===== config.mk =====
export PLATFORM = sky130hd
export DESIGN_NAME = fm_cmn_burst_drain
export DESIGN_NICKNAME = d
export VERILOG_FILES = /design/src/rtl/fm_cmn_burst_drain.sv
export SDC_FILE = /design/constraint.sdc
export NUM_CORES = 1
export LEC_CHECK = 0
export BUFFER_PORTS_ARGS = -buffer_cell sky130_fd_sc_hd__buf_2
export CAP_MARGIN = 10
export CELL_PAD_IN_SITES_DETAIL_PLACEMENT = 0
export CELL_PAD_IN_SITES_GLOBAL_PLACEMENT = 1
export CORE_MARGIN = 3
export CORE_UTILIZATION = 32
export CTS_BUF_LIST = sky130_fd_sc_hd__clkbuf_4
export DETAILED_ROUTE_END_ITERATION = 10
export GPL_TIMING_DRIVEN = 0
export HOLD_SLACK_MARGIN = 0.08
export PLACE_DENSITY_LB_ADDON = 0.1
export SYNTH_ARGS = -nofsm -noshare
export SYNTH_HDL_FRONTEND = slang
export SYNTH_SLANG_ARGS = --single-unit
export TNS_END_PERCENT = 5

===== constraint.sdc =====
create_clock -name clk_core -period 2.2 [get_ports clk_core]
set_clock_uncertainty 0.05 [all_clocks]
set_input_delay 0.22 -clock clk_core [delete_from_list [all_inputs] [get_ports clk_core]]
set_output_delay 0.22 -clock clk_core [all_outputs]
set_load 0.005 [all_outputs]

===== src/rtl/fm_cmn_burst_drain.sv =====
// fm_cmn_burst_drain
// Burst drain controller for the common block-RAM FIFO. It watches the FIFO
// fill count and launches a write burst when the fill count reaches the
// burst length, when an idle timeout expires, or when a flush is pending.
// It then streams exactly the announced number of words out of the FIFO's
// first-word-fall-through read port. This block is the only FIFO reader.
//
// Ports:
//   clk_core        system clock
//   rst_x           asynchronous active-low reset
//   i_enable        allows new bursts to launch (a running burst always completes)
//   i_burst_len     threshold and maximum burst length (0 behaves as 1)
//   i_timeout       idle cycles before a partial burst (0 disables)
//   i_flush         pulse; drain everything currently buffered
//   i_fifo_dnum     FIFO fill count
//   i_fifo_empty    FIFO empty flag
//   i_fifo_dt       FIFO head word (combinational)
//   o_fifo_renable  FIFO pop, follows i_wdata_ack during DATA
//   o_req / o_len   burst request and its length, held until i_ack
//   i_ack           request accepted
//   o_wdata_strobe  write data valid
//   o_wdata         write data (0 outside DATA)
//   i_wdata_ack     write data beat accepted
//   o_busy          burst in progress (REQ or DATA)
//   o_done          one-cycle pulse after the last beat
module fm_cmn_burst_drain #(
  parameter int P_WIDTH  = 32,
  parameter int P_RANGE  = 8,
  parameter int P_BLEN_W = 6,
  parameter int P_TO_W   = 8
) (
  input  logic                clk_core,
  input  logic                rst_x,
  input  logic                i_enable,
  input  logic [P_BLEN_W-1:0] i_burst_len,
  input  logic [P_TO_W-1:0]   i_timeout,
  input  logic                i_flush,
  input  logic [P_RANGE:0]    i_fifo_dnum,
  input  logic                i_fifo_empty,
  input  logic [P_WIDTH-1:0]  i_fifo_dt,
  output logic                o_fifo_renable,
  output logic                o_req,
  output logic [P_BLEN_W-1:0] o_len,
  input  logic                i_ack,
  output logic                o_wdata_strobe,
  output logic [P_WIDTH-1:0]  o_wdata,
  input  logic                i_wdata_ack,
  output logic                o_busy,
  output logic                o_done
);

  // Fill count and burst length are compared at the wider of the two widths
  // so neither side gets truncated.
  localparam int CMP_W = (P_RANGE + 1 > P_BLEN_W) ? (P_RANGE + 1) : P_BLEN_W;

  typedef enum logic [1:0] {
    ST_IDLE,
    ST_REQ,
    ST_DATA
  } state_t;

  state_t              state_q;
  state_t              state_d;

  logic [P_BLEN_W-1:0] eff_len;
  logic [CMP_W-1:0]    dnum_ext;
  logic [CMP_W-1:0]    eff_ext;
  logic [CMP_W-1:0]    min_ext;
  logic                thr_hit;
  logic                to_hit;
  logic                can_launch;
  logic                launch;
  logic                beat_ack;
  logic                last_beat;

  logic [P_BLEN_W-1:0] len_q;
  logic [P_BLEN_W-1:0] beat_cnt_q;
  logic [P_TO_W-1:0]   to_cnt_q;
  logic                flush_q;
  logic                done_q;

  // Launch decision. min(dnum, eff_len) is the burst length for every launch
  // reason: on a threshold hit it equals eff_len, and when the threshold is
  // not reached dnum is below eff_len, so it fits in P_BLEN_W bits.
  always_comb begin
    eff_len    = (i_burst_len == '0) ? P_BLEN_W'(1) : i_burst_len;
    dnum_ext   = CMP_W'(i_fifo_dnum);
    eff_ext    = CMP_W'(eff_len);
    thr_hit    = (dnum_ext >= eff_ext);
    min_ext    = thr_hit ? eff_ext : dnum_ext;
    to_hit     = (i_timeout != '0) && (to_cnt_q == i_timeout);
    can_launch = (state_q == ST_IDLE) && i_enable && !i_fifo_empty;
    launch     = can_launch && (thr_hit || flush_q || to_hit);
    beat_ack   = (state_q == ST_DATA) && i_wdata_ack;
    last_beat  = beat_ack && (beat_cnt_q == P_BLEN_W'(1));
  end

  // State register.
  always_ff @(posedge clk_core or negedge rst_x) begin
    if (!rst_x) begin
      state_q <= ST_IDLE;
    end else begin
      state_q <= state_d;
    end
  end

  // Next-state logic: a started burst always runs to its last beat,
  // regardless of i_enable.
  always_comb begin
    state_d = state_q;
    case (state_q)
      ST_IDLE: if (launch)    state_d = ST_REQ;
      ST_REQ:  if (i_ack)     state_d = ST_DATA;
      ST_DATA: if (last_beat) state_d = ST_IDLE;
      default:                state_d = ST_IDLE;
    endcase
  end

  // Output logic. The FIFO is first-word-fall-through, so the head word is
  // presented directly and popped in the same cycle the beat is accepted.
  always_comb begin
    o_req          = (state_q == ST_REQ);
    o_len          = len_q;
    o_wdata_strobe = (state_q == ST_DATA);
    o_wdata        = (state_q == ST_DATA) ? i_fifo_dt : '0;
    o_fifo_renable = beat_ack;
    o_busy         = (state_q != ST_IDLE);
    o_done         = done_q;
  end

  // Burst length and beat counter, both loaded at launch so later changes of
  // i_burst_len cannot disturb the running burst.
  always_ff @(posedge clk_core or negedge rst_x) begin
    if (!rst_x) begin
      len_q      <= '0;
      beat_cnt_q <= '0;
    end else if (launch) begin
      len_q      <= P_BLEN_W'(min_ext);
      beat_cnt_q <= P_BLEN_W'(min_ext);
    end else if (beat_ack) begin
      beat_cnt_q <= beat_cnt_q - P_BLEN_W'(1);
    end
  end

  // Idle timeout counter: counts waiting IDLE cycles with data present and
  // saturates. Outside IDLE it is held at zero, which matches the cleared
  // value it had at launch.
  always_ff @(posedge clk_core or negedge rst_x) begin
    if (!rst_x) begin
      to_cnt_q <= '0;
    end else if ((state_q != ST_IDLE) || i_fifo_empty || !i_enable || launch) begin
      to_cnt_q <= '0;
    end else if (to_cnt_q != '1) begin
      to_cnt_q <= to_cnt_q + P_TO_W'(1);
    end
  end

  // Flush flag: a new pulse wins over clearing, so a flush that arrives with
  // the FIFO momentarily empty is still honoured for later data.
  always_ff @(posedge clk_core or negedge rst_x) begin
    if (!rst_x) begin
      flush_q <= 1'b0;
    end else if (i_flush) begin
      flush_q <= 1'b1;
    end else if ((state_q == ST_IDLE) && i_fifo_empty) begin
      flush_q <= 1'b0;
    end
  end

  // Done pulse, one cycle after the last accepted beat.
  always_ff @(posedge clk_core or negedge rst_x) begin
    if (!rst_x) begin
      done_q <= 1'b0;
    end else begin
      done_q <= last_beat;
    end
  end

endmodule


# Yosys cells after proc, flatten, opt, wreduce, memory -nomap -nowiden
# Index checks and enable logic that the tools add are counted.
# totals
register_bits,24
wordCells,52
# op_classes
reduce_logical,22
n_mux,13
n_eq_ne,8
order_cmp,1
add_sub_neg,2
# ops
cell,count
$mux W32,1
$mux W6,4
$mux W8,2
$ge A9 B6 Y1,1
$add A8 B1 Y8 const B,1
$eq A8 B8 Y1,1
$ne A8 B8 Y1 const B,1
$reduce_bool A2 Y1,4
$reduce_bool A8 Y1,1
$logic_and A1 B1 Y1,7
$eq A6 B1 Y1 const B,1
$logic_not A6 Y1,1
$mux W2,3
$pmux W2 S3,1
$sub A6 B1 Y6 const B,1
$logic_or A1 B1 Y1,5
$ne A2 B1 Y1 const B,2
$reduce_and A3 Y1,1
$eq A2 B1 Y1 const B,1
$eq A2 B2 Y1 const B,1
$logic_not A1 Y1,2
$logic_not A2 Y1,1
$mux W1,2
$ne A2 B2 Y1 const B,1

# Longest topological paths before layout
# logic_depth
ltp_word,8
depth_mapped,9
depth_no_buf,8

# Least setup slack after synthesis
# No wires, ideal clock.
# synth_timing
path_kind,in2reg
startpoint,input i_burst_len[1]
endpoint,register beat_cnt_q[0]
setup_slack_ns,-0.009
stages,9
required_ns,2.071
arrival_ns,2.079
setup_ns,0.079
cell_sequence,nor3_1 a31o_2 ha_1 nor2b_1 o21ai_0 a41o_1 o31ai_2 buf_6 mux2i_1
# synth_between
elab_chain_len,7
elab_cells_between_ends,9
classes_between,order compare: 1; mux: 3; reduce/logical: 5
# synth_lines
item,line_no,source
start: declaration,35,"input logic [P_BLEN_W-1:0] i_burst_len,"
$logic_not A6 Y1,86,eff_len = (i_burst_len == '0) ? P_BLEN_W'(1) : i_burst_len;
$mux W6 *,86,
$ge A9 B6 Y1,89,thr_hit = (dnum_ext >= eff_ext);
$logic_or A1 B1 Y1 (2 in series),93,launch = can_launch && (thr_hit || flush_q || to_hit);
$logic_and A1 B1 Y1,93,
$mux W6 / $reduce_bool A2 Y1 (equally long branches),-,
end signal: assignment,139,beat_cnt_q <= P_BLEN_W'(min_ext);
end signal: assignment,141,beat_cnt_q <= beat_cnt_q - P_BLEN_W'(1);
end: declaration,77,logic [P_BLEN_W-1:0] beat_cnt_q;
# Mark *: on every way between the ends. The rest lies on a longest branch, timed or not.
# A chain may end at the register's enable or synchronous reset.

# Final worst setup path
# layout_timing
startpoint,input i_burst_len[1]
endpoint,register to_cnt_q[2]
# layout_between
elab_chain_len,8
elab_cells_between_ends,9
classes_between,order compare: 1; mux: 2; reduce/logical: 6
# layout_lines
item,line_no,source
$logic_not A6 Y1,86,
$mux W6 *,86,
$ge A9 B6 Y1 *,89,
$logic_or A1 B1 Y1 * (2 in series),93,
$logic_and A1 B1 Y1 *,93,
$logic_or A1 B1 Y1 *,151,end else if ((state_q != ST_IDLE) || i_fifo_empty || !i_enable || launch) begin
$mux W8 / $reduce_bool A2 Y1 (equally long branches),-,
end signal: assignment,154,to_cnt_q <= to_cnt_q + P_TO_W'(1);
end: declaration,78,logic [P_TO_W-1:0] to_cnt_q;
# Marks and branches as above.

==> key figures <==
Final layout
  – Most common cell after layout, fill and taps aside: buf_2
  – Multi-input gate area: 1060 um^2
  – Commonest cells after routing, fill and taps aside: buf_2 (104), and2_1 (33), dfrtp_1 (24)
  – # nets final: 373
  – Reg area: 601 um^2
  – Syn-to-layout area delta: 38.7%
  – Number of diodes: 0
  – Fill cell count: 567
  – Fraction of layout cells with a size suffix above 1: 0.395

Global route
  – First-pass GRT wire length: 7060 um
  – Met3 Usage GRT: 0.0291
  – Met2 GRT Util: 0.260
  – Gr ovfl total: 0
  – Initial antenna violation count: 0
  – GRT Max-Usage Layer: met2
  – Overall Global Routing Usage: 0.138
  – Largest net degree at the start of global routing: 25
  – Vias in the first global route: 1,594
  – Met1 Usage GRT: 0.157

Floorplan
  – Core area: 5200 um^2
  – Rows: 26
  – Die area: 6440 um^2
  – I/O pin total: 105
  – Die H: 80.3 um
  – Initial Utilization: 0.339
  – Die width: 80.3 um

Critical path
  – Slowest-stage cell, CP: or4b_1
  – CP max stage delay: 0.49 ns
  – CP top delay family: simple AND/OR/NAND/NOR gates
  – Crit-path cells: buf_2 > nor3_1 > a31o_2 > ha_1 > nor2b_1 > o21ai_0 > a41o_2 > or4b_1 > buf_6 > nor3_4
  – Req. time, crit path: 2.41 ns
  – Largest fanout on the critical path: 8
  – Crit path capture type: register
  – CP Buf/Inv Count: 2
  – Critical path arrival: 2.31 ns
  – Crit start category: input pin
  – Kind of critical path: in -> reg

Timing
  – Setup-failing EPs final: 0
  – Final hold violation count: 0
  – Least-Margin Pin Slew: 0.566 ns
  – Minimum clock period: 2.10 ns
  – Max Freq: 476 MHz
  – RSZ-0062 raised after global routing: yes
  – Worst Hold Slack: 0.118 ns
  – Max-slew violation count: 0
  – Rel. slew slack: 0.620
  – Fin crit share: 0.955

Synth
  – Synth Area in XOR/XNOR: 0.0844
  – Post-synthesis mux area share: 0.113
  – Post-synthesis register bit count: 24
  – Complex-gate fraction of the synthesized area: 0.0660
  – Mapped Area: 1760 um^2
  – Synth Area in Simple Gates: 0.270
  – Syn Area/Cell: 9.33 um^2
  – Sequential cell area fraction in the yosys report: 0.340
  – Cell variety after synth: 35
  – Post-Syn Nets: 260
  – Adder-cell share of the synthesized area: 0.0638
  – Cell count after synthesis: 189
  – Largest family of logic cells by synthesized area: simple AND/OR/NAND/NOR gates
  – YS warnings: 0

Pwr
  – Leakage: 1.34 nW
  – Power per standard cell area: 696 nW/um^2
  – Maximum vdd drop: 0.000432 V
  – Power Total: 1.70 mW

Placement
  – PortBufs: 104
  – Placed wire-length estimate: 3760 um
  – Final GP Congestion: 0.754

Detailed routing
  – Post-route ant nets: 0
  – Iter 0 DRT Violations: 30
  – Post-DR vias/cell: 4.42
  – Drt drc: 0
  – Drt pass-1 iters: 4
  – Vias: 1,639
  – WL final: 4530 um
  – Per-cell routed wire length: 12.2 um

Clocking
  – CTS Buf Count: 3
  – CTS Sinks: 24
  – H-tree Lvls: 1
  – CTS tree: built
  – Root buffer cell: clkbuf_4
  – Clk_lat worst skew: 0.32 ns
  – Clock Path Buffers: 2
  – Clk pin slew, worst setup/hold paths: 0.14 ns

Worst hold path
  – Min-delay worst type: in -> reg

Run
  – Max_cap viols: 0

Outcome
  – Outcome: finished, final reports clean
cells in the mapped netlist (all sizes together):
| cell | n | area, um^2 |
|---|---|---|
| and2 | 33 | 206 |
| dfrtp | 24 | 601 |
| mux2i | 20 | 200 |
| inv | 19 | 71.3 |
| nor2 | 16 | 60.1 |
| xnor2 | 10 | 87.6 |
| ha | 9 | 113 |
| nand2 | 7 | 26.3 |
| xor2 | 7 | 61.3 |
| nor3 | 6 | 41.3 |
| nor4 | 5 | 52.6 |
| clkbuf | 4 | 15.0 |
| a21oi | 3 | 15.0 |
| nand3 | 3 | 15.0 |
| o21ai | 3 | 15.0 |
| buf | 2 | 22.5 |
| nand4 | 2 | 12.5 |
| nor2b | 2 | 12.5 |
| nor3b | 2 | 15.0 |
| a211o | 1 | 10.0 |
| a211oi | 1 | 12.5 |
| a21o | 1 | 7.51 |
| a31o | 1 | 8.76 |
| a41o | 1 | 10.0 |
| a41oi | 1 | 16.3 |
| nand2b | 1 | 6.26 |
| nand4b | 1 | 8.76 |
| nor4bb | 1 | 10.0 |
| o2bb2ai | 1 | 8.76 |
| o31ai | 1 | 12.5 |
| or4b | 1 | 10.0 |
what timing repair did:
| item | in CTS | in global routing |
|---|---|---|
| hold buffers | 3 | 0 |
| setup buffers | 1 | 0 |
| endpoints found under the setup margin | 2 | 14 |
| pin swaps | 1 | 1 |
| hold endpoints to repair | 27 | 0 |
| resized for setup | 0 | 2 |
cell families after synthesis:
family / count (synthesis)
muxes: 20
and+or+nand+nor: 80
DFF: 24
xor gates and xnor gates: 17
AOI/OAI and AO/OA: 14
buffers and inverters: 25
adders and majority gates: 9
worst register-to-register path, cell delays in order, from the launching register on:
cell and delay, ns:
dfrtp_1 0.42, nor2_1 0.18, inv_1 0.07, nor3b_1 0.38, or4b_1 0.49, buf_6 0.16
nor3_4 0.16
routing by layer:
metal,vias to the layer above,wire length (um)
met2,25,2540
met3,4,151
li1,855,-
met4,0,44
met1,755,1800
met5,-,0
report_power, final:
part | internal (mW) | total (mW) | leakage, nW | switching [mW]
logic | 0.433 | 0.833 | 1.02 | 0.400
registers | 0.572 | 0.664 | 0.301 | 0.0925
clock network | 0.0665 | 0.205 | 0.0154 | 0.139
total | 1.07 | 1.70 | 1.34 | 0.631
worst paths after layout:
| kind | start | to | slack, ns | depth (start not counted) |
|---|---|---|---|---|
| worst max-delay path | i_burst_len[1] | to_cnt_q[2] | 0.10 | 10 |
| worst max register to register | state_q[0] | to_cnt_q[2] | 0.22 | 6 |
| min in group asynchronous | rst_x | to_cnt_q[5] | 0.35 | 2 |
| worst min-delay path | i_fifo_empty | flush_q | 0.12 | 3 |
| max in group asynchronous | rst_x | beat_cnt_q[0] | 1.37 | 2 |
| worst min register to register | beat_cnt_q[5] | o_done | 0.45 | 1 |
state kept, by name (all words and copies together) (netlist names):
signal and flops:
flush_q 1, to_cnt_q 8, beat_cnt_q 6, o_len 6, o_done 1, state_q 2
stage by stage:
stage,cells,TNS (ns),util,instance area [um^2],worst slack [ns]
floorplan,189,-0.00697,-,1770,-0.00697
global placement,363,-4.94,0.457,2380,-0.304
detailed placement,363,-5.72,0.457,2380,-0.344
CTS,371,0,0.470,2440,0.0210
global route,371,-0.0482,0.470,2450,-0.0164
finish,371,0,0.470,2450,0.100
layout make-up:
type,count,area share
multi-input cells,140,0.435
flip-flops and latches,24,0.246
repair buffers,108,0.228
well taps,70,0.0358
inverters,19,0.0292
plain buffers,6,0.0153
clock buffers,3,0.00921
clock inverters,1,0.00153
(Power assumes the default switching activity.)
